### config.mk
export PLATFORM = sky130hd
export DESIGN_NAME = lsu_bus_adapter
export DESIGN_NICKNAME = d
export VERILOG_FILES = /design/src/rtl/lsu_bus_adapter.sv
export SDC_FILE = /design/constraint.sdc
export NUM_CORES = 1
export LEC_CHECK = 0
export CAP_MARGIN = 40
export CORE_UTILIZATION = 45
export DETAILED_ROUTE_END_ITERATION = 8
export HOLD_SLACK_MARGIN = 0.06
export PLACE_DENSITY = 0.86
export SLEW_MARGIN = 10
export SYNTH_ARGS = -nofsm -noshare
export SYNTH_HDL_FRONTEND = slang
export SYNTH_SLANG_ARGS = --single-unit
export TNS_END_PERCENT = 30
### constraint.sdc
create_clock -name clk -period 3.5 [get_ports clk]
set_clock_uncertainty 0.2 [all_clocks]
set_input_delay 0.35 -clock clk [delete_from_list [all_inputs] [get_ports clk]]
set_output_delay 0.35 -clock clk [all_outputs]
set_load 0.05 [all_outputs]
### src/rtl/lsu_bus_adapter.sv
// RV32I load/store unit: lane steering, sign/zero extension and a req/ready
// data-bus handshake that stalls the single-cycle core until the access commits.
module lsu_bus_adapter #(
  parameter int TIMEOUT_CYCLES = 16
) (
  input  logic        clk,
  input  logic        reset,
  input  logic        mem_read_en,
  input  logic        mem_write_en,
  input  logic [2:0]  funct3,
  input  logic [31:0] addr,
  input  logic [31:0] store_data,
  output logic [31:0] load_data,
  output logic        stall,
  output logic [1:0]  exc,
  output logic        bus_req,
  output logic        bus_we,
  output logic [31:0] bus_addr,
  output logic [3:0]  bus_wstrb,
  output logic [31:0] bus_wdata,
  input  logic        bus_ready,
  input  logic [31:0] bus_rdata,
  input  logic        bus_err
);

  typedef enum logic [1:0] {IDLE, BUSY, DONE} state_e;
  typedef enum logic [1:0] {EXC_NONE, EXC_MISALIGN, EXC_BUS, EXC_TIMEOUT} exc_e;

  localparam logic [7:0] LAST_CNT = 8'(TIMEOUT_CYCLES - 1);

  state_e      state_q, state_d;
  exc_e        exc_q, exc_d;
  logic        req_q, req_d;
  logic        we_q, we_d;
  logic [31:0] addr_q, addr_d;
  logic [3:0]  wstrb_q, wstrb_d;
  logic [31:0] wdata_q, wdata_d;
  logic [2:0]  f3_q, f3_d;
  logic [1:0]  lane_q, lane_d;
  logic [7:0]  cnt_q, cnt_d;
  logic [31:0] load_q, load_d;

  logic        access, legal, aligned;
  logic [3:0]  steer_wstrb;
  logic [31:0] steer_wdata;
  logic [7:0]  rd_byte;
  logic [15:0] rd_half;
  logic [31:0] rd_ext;

  // Request decode; a simultaneous read and write enable is treated as a load.
  always_comb begin
    access = mem_read_en | mem_write_en;
    if (mem_read_en)
      legal = funct3 inside {3'b000, 3'b001, 3'b010, 3'b100, 3'b101};
    else
      legal = funct3 inside {3'b000, 3'b001, 3'b010};
    case (funct3[1:0])
      2'b01:   aligned = ~addr[0];
      2'b10:   aligned = (addr[1:0] == 2'b00);
      default: aligned = 1'b1;
    endcase
    case (funct3[1:0])
      2'b00: begin
        steer_wdata = {4{store_data[7:0]}};
        steer_wstrb = 4'b0001 << addr[1:0];
      end
      2'b01: begin
        steer_wdata = {2{store_data[15:0]}};
        steer_wstrb = 4'b0011 << {addr[1], 1'b0};
      end
      default: begin
        steer_wdata = store_data;
        steer_wstrb = 4'b1111;
      end
    endcase
  end

  always_comb begin
    rd_byte = 8'(bus_rdata >> {lane_q, 3'b000});
    rd_half = lane_q[1] ? bus_rdata[31:16] : bus_rdata[15:0];
    case (f3_q)
      3'b000:  rd_ext = {{24{rd_byte[7]}}, rd_byte};
      3'b100:  rd_ext = {24'h0, rd_byte};
      3'b001:  rd_ext = {{16{rd_half[15]}}, rd_half};
      3'b101:  rd_ext = {16'h0, rd_half};
      default: rd_ext = bus_rdata;
    endcase
  end

  // NOTE: every signal assigned below gets a default first, so no path can infer a latch.
  always_comb begin
    state_d   = state_q;
    exc_d     = exc_q;
    req_d     = req_q;
    we_d      = we_q;
    addr_d    = addr_q;
    wstrb_d   = wstrb_q;
    wdata_d   = wdata_q;
    f3_d      = f3_q;
    lane_d    = lane_q;
    cnt_d     = cnt_q;
    load_d    = load_q;
    stall     = 1'b0;
    exc       = EXC_NONE;
    load_data = '0;
    case (state_q)
      IDLE: begin
        if (access) begin
          if (legal && aligned) begin
            stall   = 1'b1;
            state_d = BUSY;
            req_d   = 1'b1;
            we_d    = mem_write_en & ~mem_read_en;
            addr_d  = {addr[31:2], 2'b00};
            wstrb_d = mem_read_en ? 4'b0000 : steer_wstrb;
            wdata_d = steer_wdata;
            f3_d    = funct3;
            lane_d  = addr[1:0];
            cnt_d   = '0;
          end else begin
            exc = EXC_MISALIGN;
          end
        end
      end
      BUSY: begin
        stall = 1'b1;
        if (bus_ready) begin
          req_d   = 1'b0;
          state_d = DONE;
          if (bus_err) begin
            load_d = '0;
            exc_d  = EXC_BUS;
          end else begin
            load_d = we_q ? 32'h0 : rd_ext;
            exc_d  = EXC_NONE;
          end
        end else if (cnt_q == LAST_CNT) begin
          req_d   = 1'b0;
          state_d = DONE;
          load_d  = '0;
          exc_d   = EXC_TIMEOUT;
        end else begin
          cnt_d = cnt_q + 8'd1;
        end
      end
      DONE: begin
        load_data = load_q;
        exc       = exc_q;
        state_d   = IDLE;
      end
      default: state_d = IDLE;
    endcase
  end

  // NOTE: sequential state uses non-blocking assignments so all registers update together.
  always_ff @(posedge clk) begin
    if (reset) begin
      state_q <= IDLE;
      exc_q   <= EXC_NONE;
      req_q   <= 1'b0;
      we_q    <= 1'b0;
      addr_q  <= '0;
      wstrb_q <= '0;
      wdata_q <= '0;
      f3_q    <= '0;
      lane_q  <= '0;
      cnt_q   <= '0;
      load_q  <= '0;
    end else begin
      state_q <= state_d;
      exc_q   <= exc_d;
      req_q   <= req_d;
      we_q    <= we_d;
      addr_q  <= addr_d;
      wstrb_q <= wstrb_d;
      wdata_q <= wdata_d;
      f3_q    <= f3_d;
      lane_q  <= lane_d;
      cnt_q   <= cnt_d;
      load_q  <= load_d;
    end
  end

  assign bus_req   = req_q;
  assign bus_we    = we_q;
  assign bus_addr  = addr_q;
  assign bus_wstrb = wstrb_q;
  assign bus_wdata = wdata_q;

endmodule

After elaboration in Yosys (flattened, before gate mapping)
Index checks and enable logic that the tools add are counted.
Operators by class
  reductions and logical operators: 15
  equality and inequality tests: 17
  add/sub/neg operators: 1
  mux-type cells: 36
  bitwise logic cells: 4
  shift operators: 3
Operators by type and width (count)
  $mux 32: 5
  $pmux 32 s4: 1
  $pmux 32 s2: 1
  $mux 8: 4
  $shr 32x5->8: 1
  $mux 16: 1
  $pmux 8 s2: 1
  $mux 2: 7
  $eq 3x3->1 const B: 4
  $mux 1: 9
  $add 8x1->8 const B: 1
  $eq 8x4->1 const B: 1
  $ne 2x2->1 const B: 4
  $pmux 2 s2: 2
  $pmux 4 s2: 1
  $eq 3x1->1 const B: 2
  $logic_not 2->1: 3
  $logic_not 3->1: 2
  $pmux 1 s2: 3
  $reduce_and 3->1: 2
  $reduce_and 5->1: 1
  $reduce_bool 5->1: 1
  $eq 2x1->1 const B: 2
  $eq 2x2->1 const B: 2
  13 further kinds: 15
Word-level totals
  bits in registers: 117

Longest topological paths before layout
Gate-level depths: netlist (run 1).
  depth after elaboration: 7
  depth in mapped cells: 11

Worst setup path after synthesis (run 1)
No wires, ideal clock.
  path type: input -> output
  from: input funct3[1]
  to: output exc[0]
  arrival: 2.820 ns
  slack: 0.130 ns
  stages: 7
  cell sequence: clkbuf_1 -> inv_1 -> ha_1 -> buf_2 -> nor4_1 -> a221oi_1 -> o31ai_1
Between the ends
  cells in the longest elaborated chain, start to end: 7
Ends and longest elaborated chain
  start: declaration: line 10  | input logic [2:0] funct3,
  $eq 3x1->1 (tied with other cells): line 54, 56
  $reduce_bool 5->1 / $reduce_bool 3->1 (equally long branches): line 54, 56
  $mux 1: line 53  | if (mem_read_en)
  $logic_and 1x1->1 (*): line 109  | if (legal && aligned) begin
  $mux 1 (*): line 109
  $mux 1 (*): line 108  | if (access) begin
  $pmux 2 s2 (*): line 106  | case (state_q)
  end: declaration: line 15  | output logic [1:0] exc,
Every way passes the cells marked *; elsewhere a longest branch is shown, timed or not.

Worst setup path after layout (run 1)
  from: input funct3[0]
  to: output stall
Between the ends
  cells in the longest elaborated chain, start to end: 7
Ends and longest elaborated chain
  $eq 3x1->1 (tied with other cells): line 54, 56
  $reduce_bool 5->1 / $reduce_bool 3->1 (equally long branches): line 54, 56
  $mux 1: line 53
  $logic_and 1x1->1 (*): line 109
  $mux 1 (*): line 109
  $mux 1 (*): line 108
  $pmux 1 s2 (*): line 106
  end: declaration: line 14  | output logic stall,
Marked as above.

==> results of run 1 <==
==> repair_timing <==
action                     CTS  global route
hold endpoints to repair     5             0
setup endpoints to repair    0             0
hold buffers                 1             0
==> logic make-up (layout without fill, tap and decap cells) <==
logic type	Yosys count	count (layout)	share of synthesized area [%]
flops	117	117	41.9
fa+ha+maj	5	5	1.12
compound gates	189	189	22.6
buf+inv	65	266	5.44
other cells	1	2	0.0671
mux	21	21	4.93
simple gates	286	286	23.9
==> routing by layer <==
| layer | wire, um | up-vias | share of wire (%) |
|---|---|---|---|
| met1 | 7220 | 2638 | 43 |
| met4 | 428 | 0 | 2.5 |
| li1 | - | 2752 | - |
| met5 | 0 | - | 0 |
| met2 | 7880 | 280 | 47 |
| met3 | 1400 | 28 | 8.3 |
==> cell usage in the layout, fill, tap and decap left out, types with 11 or more instances in the layout <==
| cell type | instances |
|---|---|
| clkdlybuf4s50_1 | 204 |
| nand2_1 | 153 |
| dfxtp_1 | 117 |
| a21oi_1 | 79 |
| and2_1 | 35 |
| nor2_1 | 26 |
| nand2b_1 | 26 |
| a22o_1 | 25 |
| o21ai_0 | 19 |
| o211ai_1 | 17 |
| clkbuf_16 | 17 |
| mux2i_1 | 14 |
| buf_4 | 14 |
| o22ai_1 | 11 |
| nor2b_1 | 11 |
==> sequential cells by signal (all words and copies together) (netlist names) <==
| name | cells |
|---|---|
| cnt_q | 8 |
| bus_addr | 30 |
| bus_wdata | 32 |
| bus_req | 1 |
| load_q | 32 |
| bus_wstrb | 4 |
| state_q | 2 |
| lane_q | 2 |
| f3_q | 3 |
| bus_we | 1 |
| exc_q | 2 |
==> where the power goes <==
part / leakage (nW) / internal (mW) / switching [mW] / total (mW)
combinational: 1.82 / 0.343 / 0.521 / 0.864
clock: 0.276 / 1.09 / 0.626 / 1.71
sequential: 0.950 / 1.41 / 0.0467 / 1.45
total: 3.05 / 2.83 / 1.19 / 4.03
==> area by class of cell <==
cell class              count  area (sq um)  area share [%]
repair buffers            223          2220            26.6
inverters                  11          41.3           0.495
clock buffers              21           460            5.51
flip-flops and latches    117          2340            28.1
clock inverters            11           126            1.51
well taps                 168           210            2.52
multi-input cells         503          2950            35.3
==> critical path, stage by stage <==
cell,delay (ns)
clkdlybuf4s50_1,0.51
inv_1,0.10
ha_1,0.34
nor4_1,0.48
a2111oi_2,0.11
a21bo_2,0.43
nand2_1,0.12
buf_4,0.21
==> how the worst max path moves through the flow <==
stage	startpoint	end	slack, ns	cells after the start
6_report	funct3[0]	stall	0.30	8
3_5_place_dp	funct3[0]	stall	0.33	8
5_1_grt	funct3[0]	stall	0.15	8
2_1_floorplan	funct3[1]	exc[0]	0.13	7
4_1_cts	funct3[0]	stall	0.33	8
3_3_place_gp	funct3[0]	stall	0.39	8
==> results.tsv, run 1 <==
metric	value	unit
placed_area	0.00775	sq mm
dp_cells	1021	
antenna_found_initial	0	
path_class	input pin to primary output	
grtUsageMet2	42.7	%
nNetsFinal	983	
synth-main-ff-cell	dfxtp_1	
grt_max_degree	69	
grt_use_total	26.3	%
fin_tns_setup	0	ns
cts_tree	done	
dpl.hpwl	11900	um
reg2reg_depth	5	
holdPathStages	2	
final_cells	1054	
vias_per_cell	5.41	
holdCritStartpoint	load_q[7]	
peakVddDrop	0.000303	V
syn2layout_area_growth	49.5	%
fin_crit	3.20	ns
hold_viol	0	
grt_pass1_vias	5303	
root_buffer	clkbuf_16	
syn_avg_cell_area	8.17	sq um
synth.area.top_cells	dfxtp_1 (42%), nand2_1 (10%), a21oi_1 (7.1%)	
worstReg2RegEnd	load_q[25]	
setup_viol	0	
timing.critical_path.to_type	primary output	
power.density	482	mW/mm^2
grt-busiest-layer	met2	
reg2reg_slack	1.18	ns
ys_seq_area_share	41.9	%
use_met3	7.23	%
start_util	46.3	%
cap_violations	0	
tightest_slew	0.654	ns
antenna_cells	0	
dieArea	0.0129	sq mm
synthesis.area	0.00559	sq mm
boundaryPins	210	
row_count	40	
cts_max_level	4	
die_x	113	um
synth_top_cell_area_share	41.9	%
coreArea	0.0121	sq mm
clock_latency	0.41	ns
p_leak	3.05	nW
synthMostInstantiatedCell	nand2_1	
finalCritPeriodShare	91.3	%
cts_made_buffers	17	
rr_startpoint	state_q[0]	
yosys_warnings	0	
relSlewSlack	56.3	%
timing.fmax	313	MHz
cp_data_required_time	2.95	ns
gp_congestion	0.868	
grt_setup_unrepaired	false	
pre_cts_slack	0.331	ns
numPortBuffers	207	
cts_sinks	117	
fillCellCount	925	
fin_hold_ws	0.244	ns
vias	5698	
die_h	113	um
status	finished clean	
crit_fanout	14	
async_flop_share	0	%
hold_end	load_q[7]	
cts_resized	0	
synth_common_cells	nand2_1 (153), dfxtp_1 (117), a21oi_1 (79), and2_1 (35), clkbuf_1 (31)	
first_pass_iters	5	
yosys.area.top_type	dfxtp_1	
clk_pin_slew	0.05	ns
synth_cell_types	49	
grt_util_met1	33.2	%
drt_iter0_drc	410	
postRouteAntennaNets	0	
worst_slack	0.304	ns
hp-class	flop to flop	
slew_viol_final	0	
post-route-util	69.2	%
worstPathArrival	2.65	ns
fin_area	0.00835	sq mm
drc	0	
drive_gt1_share	7.34	%
cp-start-kind	input pin	
grt_pass1_wl	26700	um
synth-edff-count	0	
syn_inst	684	
cts_buffer_depth	2	
total_power	4.03	mW
postRouteWirelength	16900	um
wire_per_inst	16.1	um
post_cts_buffers	0	
grt_overflow	0	
synth.ff_latch_count	117	
Power figures use the tool's default switching activity.
==> run 2, diff against run 1 <==
CORE_UTILIZATION = 23   (was 45)
PLACE_DENSITY = 0.52   (was 0.86)
==> results.tsv, run 2 (synthesized netlist as in run 1, its figures left out) <==
metric	value	unit	change
timing.critical_path.to_type	primary output		
rr_startpoint	state_q[0]		
clk_pin_slew	0.06	ns	about the same
setup_viol	0		unchanged
postRouteWirelength	19700	um	+16%
grt_setup_unrepaired	false		
final_common_cell	clkdlybuf4s50_1		
cts_max_level	4		unchanged
cts_buffer_depth	2		unchanged
p_leak	3.08	nW	+0.95%
nNetsFinal	986		+0.31%
gp_congestion	0.771		-11%
coreArea	0.0236	sq mm	+96%
grt_overflow	0		unchanged
drive_gt1_share	7.87	%	+0.54 points
grt_max_degree	71		+2.9%
hp-class	input pin to flop		
status	finished clean		
power.density	476	mW/mm^2	-1.3%
postRouteAntennaNets	0		unchanged
dp_cells	1176		+15%
worstReg2RegEnd	cnt_q[5]		
holdCritStartpoint	reset		
tightest_slew	0.584	ns	-0.0701 ns
first_pass_iters	5		unchanged
row_count	56		+40%
hold_buffers	0		-1
reg2reg_depth	6		+1
final_cell_mix	clkdlybuf4s50_1 (204), nand2_1 (153), dfxtp_1 (117), a21oi_1 (79), and2_1 (35)		
fin_tns_setup	0	ns	unchanged
wire_per_inst	16.3	um	+1.4%
drt_iter0_drc	231		-44%
relSlewSlack	61.1	%	+4.7 points
grt_pass1_vias	5268		-0.66%
cp_data_required_time	2.95	ns	about the same
grt_use_total	15.9	%	-10 points
finalCritPeriodShare	86.8	%	-4.5 points
fin_crit	3.04	ns	-0.157 ns
cts_resized	0		unchanged
grt_pass1_wl	30200	um	+13%
cts_made_buffers	17		unchanged
numPortBuffers	207		unchanged
clock_latency	0.41	ns	about the same
drc	0		unchanged
slew_viol_final	0		unchanged
path_class	input pin to primary output		
boundaryPins	210		unchanged
vias_per_cell	4.59		-15%
antenna_found_initial	0		unchanged
holdPathStages	2		unchanged
cp-start-kind	input pin		
reg2reg_slack	1.17	ns	about the same
cts_tree	done		
syn2layout_area_growth	53.4	%	
die_h	158	um	+39%
root_buffer	clkbuf_16		
timing.fmax	329	MHz	+5.2%
dpl.hpwl	13900	um	+17%
antenna_cells	0		unchanged
final_cells	1208		+15%
vias	5550		-2.6%
hold_end	state_q[1]		
worstPathArrival	2.49	ns	-0.16 ns
dieArea	0.0249	sq mm	+94%
post_cts_buffers	0		unchanged
cap_violations	0		unchanged
start_util	23.7	%	-23 points
hold_viol	0		unchanged
peakVddDrop	0.000278	V	-8.3%
cts_sinks	117		unchanged
fillCellCount	2456		+170%
crit_fanout	13		-1
die_x	158	um	+39%
-- run 2: worst max-delay path, stage by stage --
cell and delay (ns):
clkdlybuf4s50_1 0.51, inv_1 0.09, ha_1 0.22, nor4_1 0.43
a2111oi_2 0.11, a21bo_2 0.44, nand2_1 0.12, buf_4 0.21
-- run 2: per-layer routing --
| metal | global-route usage (%) | share of wire, % | vias to the layer above |
|---|---|---|---|
| met4 | 4.11 | 1.2 | 0 |
| li1 | - | - | 2773 |
| met1 | 20.3 | 46 | 2560 |
| met2 | 24.3 | 44 | 205 |
| met5 | 0 | 0 | - |
| met3 | 6.76 | 9.2 | 12 |
-- run 2: how the worst max path moves through the flow --
stage	from	to	slack, ns	depth (start not counted)
after global routing	funct3[1]	stall	0.29	8
final	funct3[0]	stall	0.46	8
after global placement	funct3[1]	bus_wdata[27]	0.45	10
after floorplan	funct3[1]	exc[0]	0.13	7
after detailed placement	funct3[1]	cnt_q[5]	0.39	9
after CTS	funct3[1]	stall	0.45	8
-- run 2: layout make-up --
class / instances / area, sq um / share of cell area, %
multi-input cells: 503 / 2950 / 34.4
well taps: 319 / 399 / 4.66
inverters: 11 / 41.3 / 0.482
clock buffers: 20 / 457 / 5.33
flip-flops and latches: 117 / 2340 / 27.3
repair buffers: 226 / 2260 / 26.3
clock inverters: 12 / 129 / 1.50
-- run 2: through the flow --
stage	setup WS, ns	hold WS [ns]	power [mW]	cell area, sq um	utilization (%)
floorplan	0.130	0.227	2.00	5590	-
global placement	0.452	0.237	2.36	7990	33.8
detailed placement	0.391	0.244	2.37	7990	33.8
CTS	0.454	0.205	4.14	8570	36.3
global route	0.288	0.215	4.26	8570	36.3
finish	0.461	0.212	4.08	8570	36.3
-- run 2: power breakdown --
group	internal (mW)	switching [mW]
registers	1.41	0.0416
clock network	1.08	0.664
logic	0.350	0.535
total	2.84	1.24
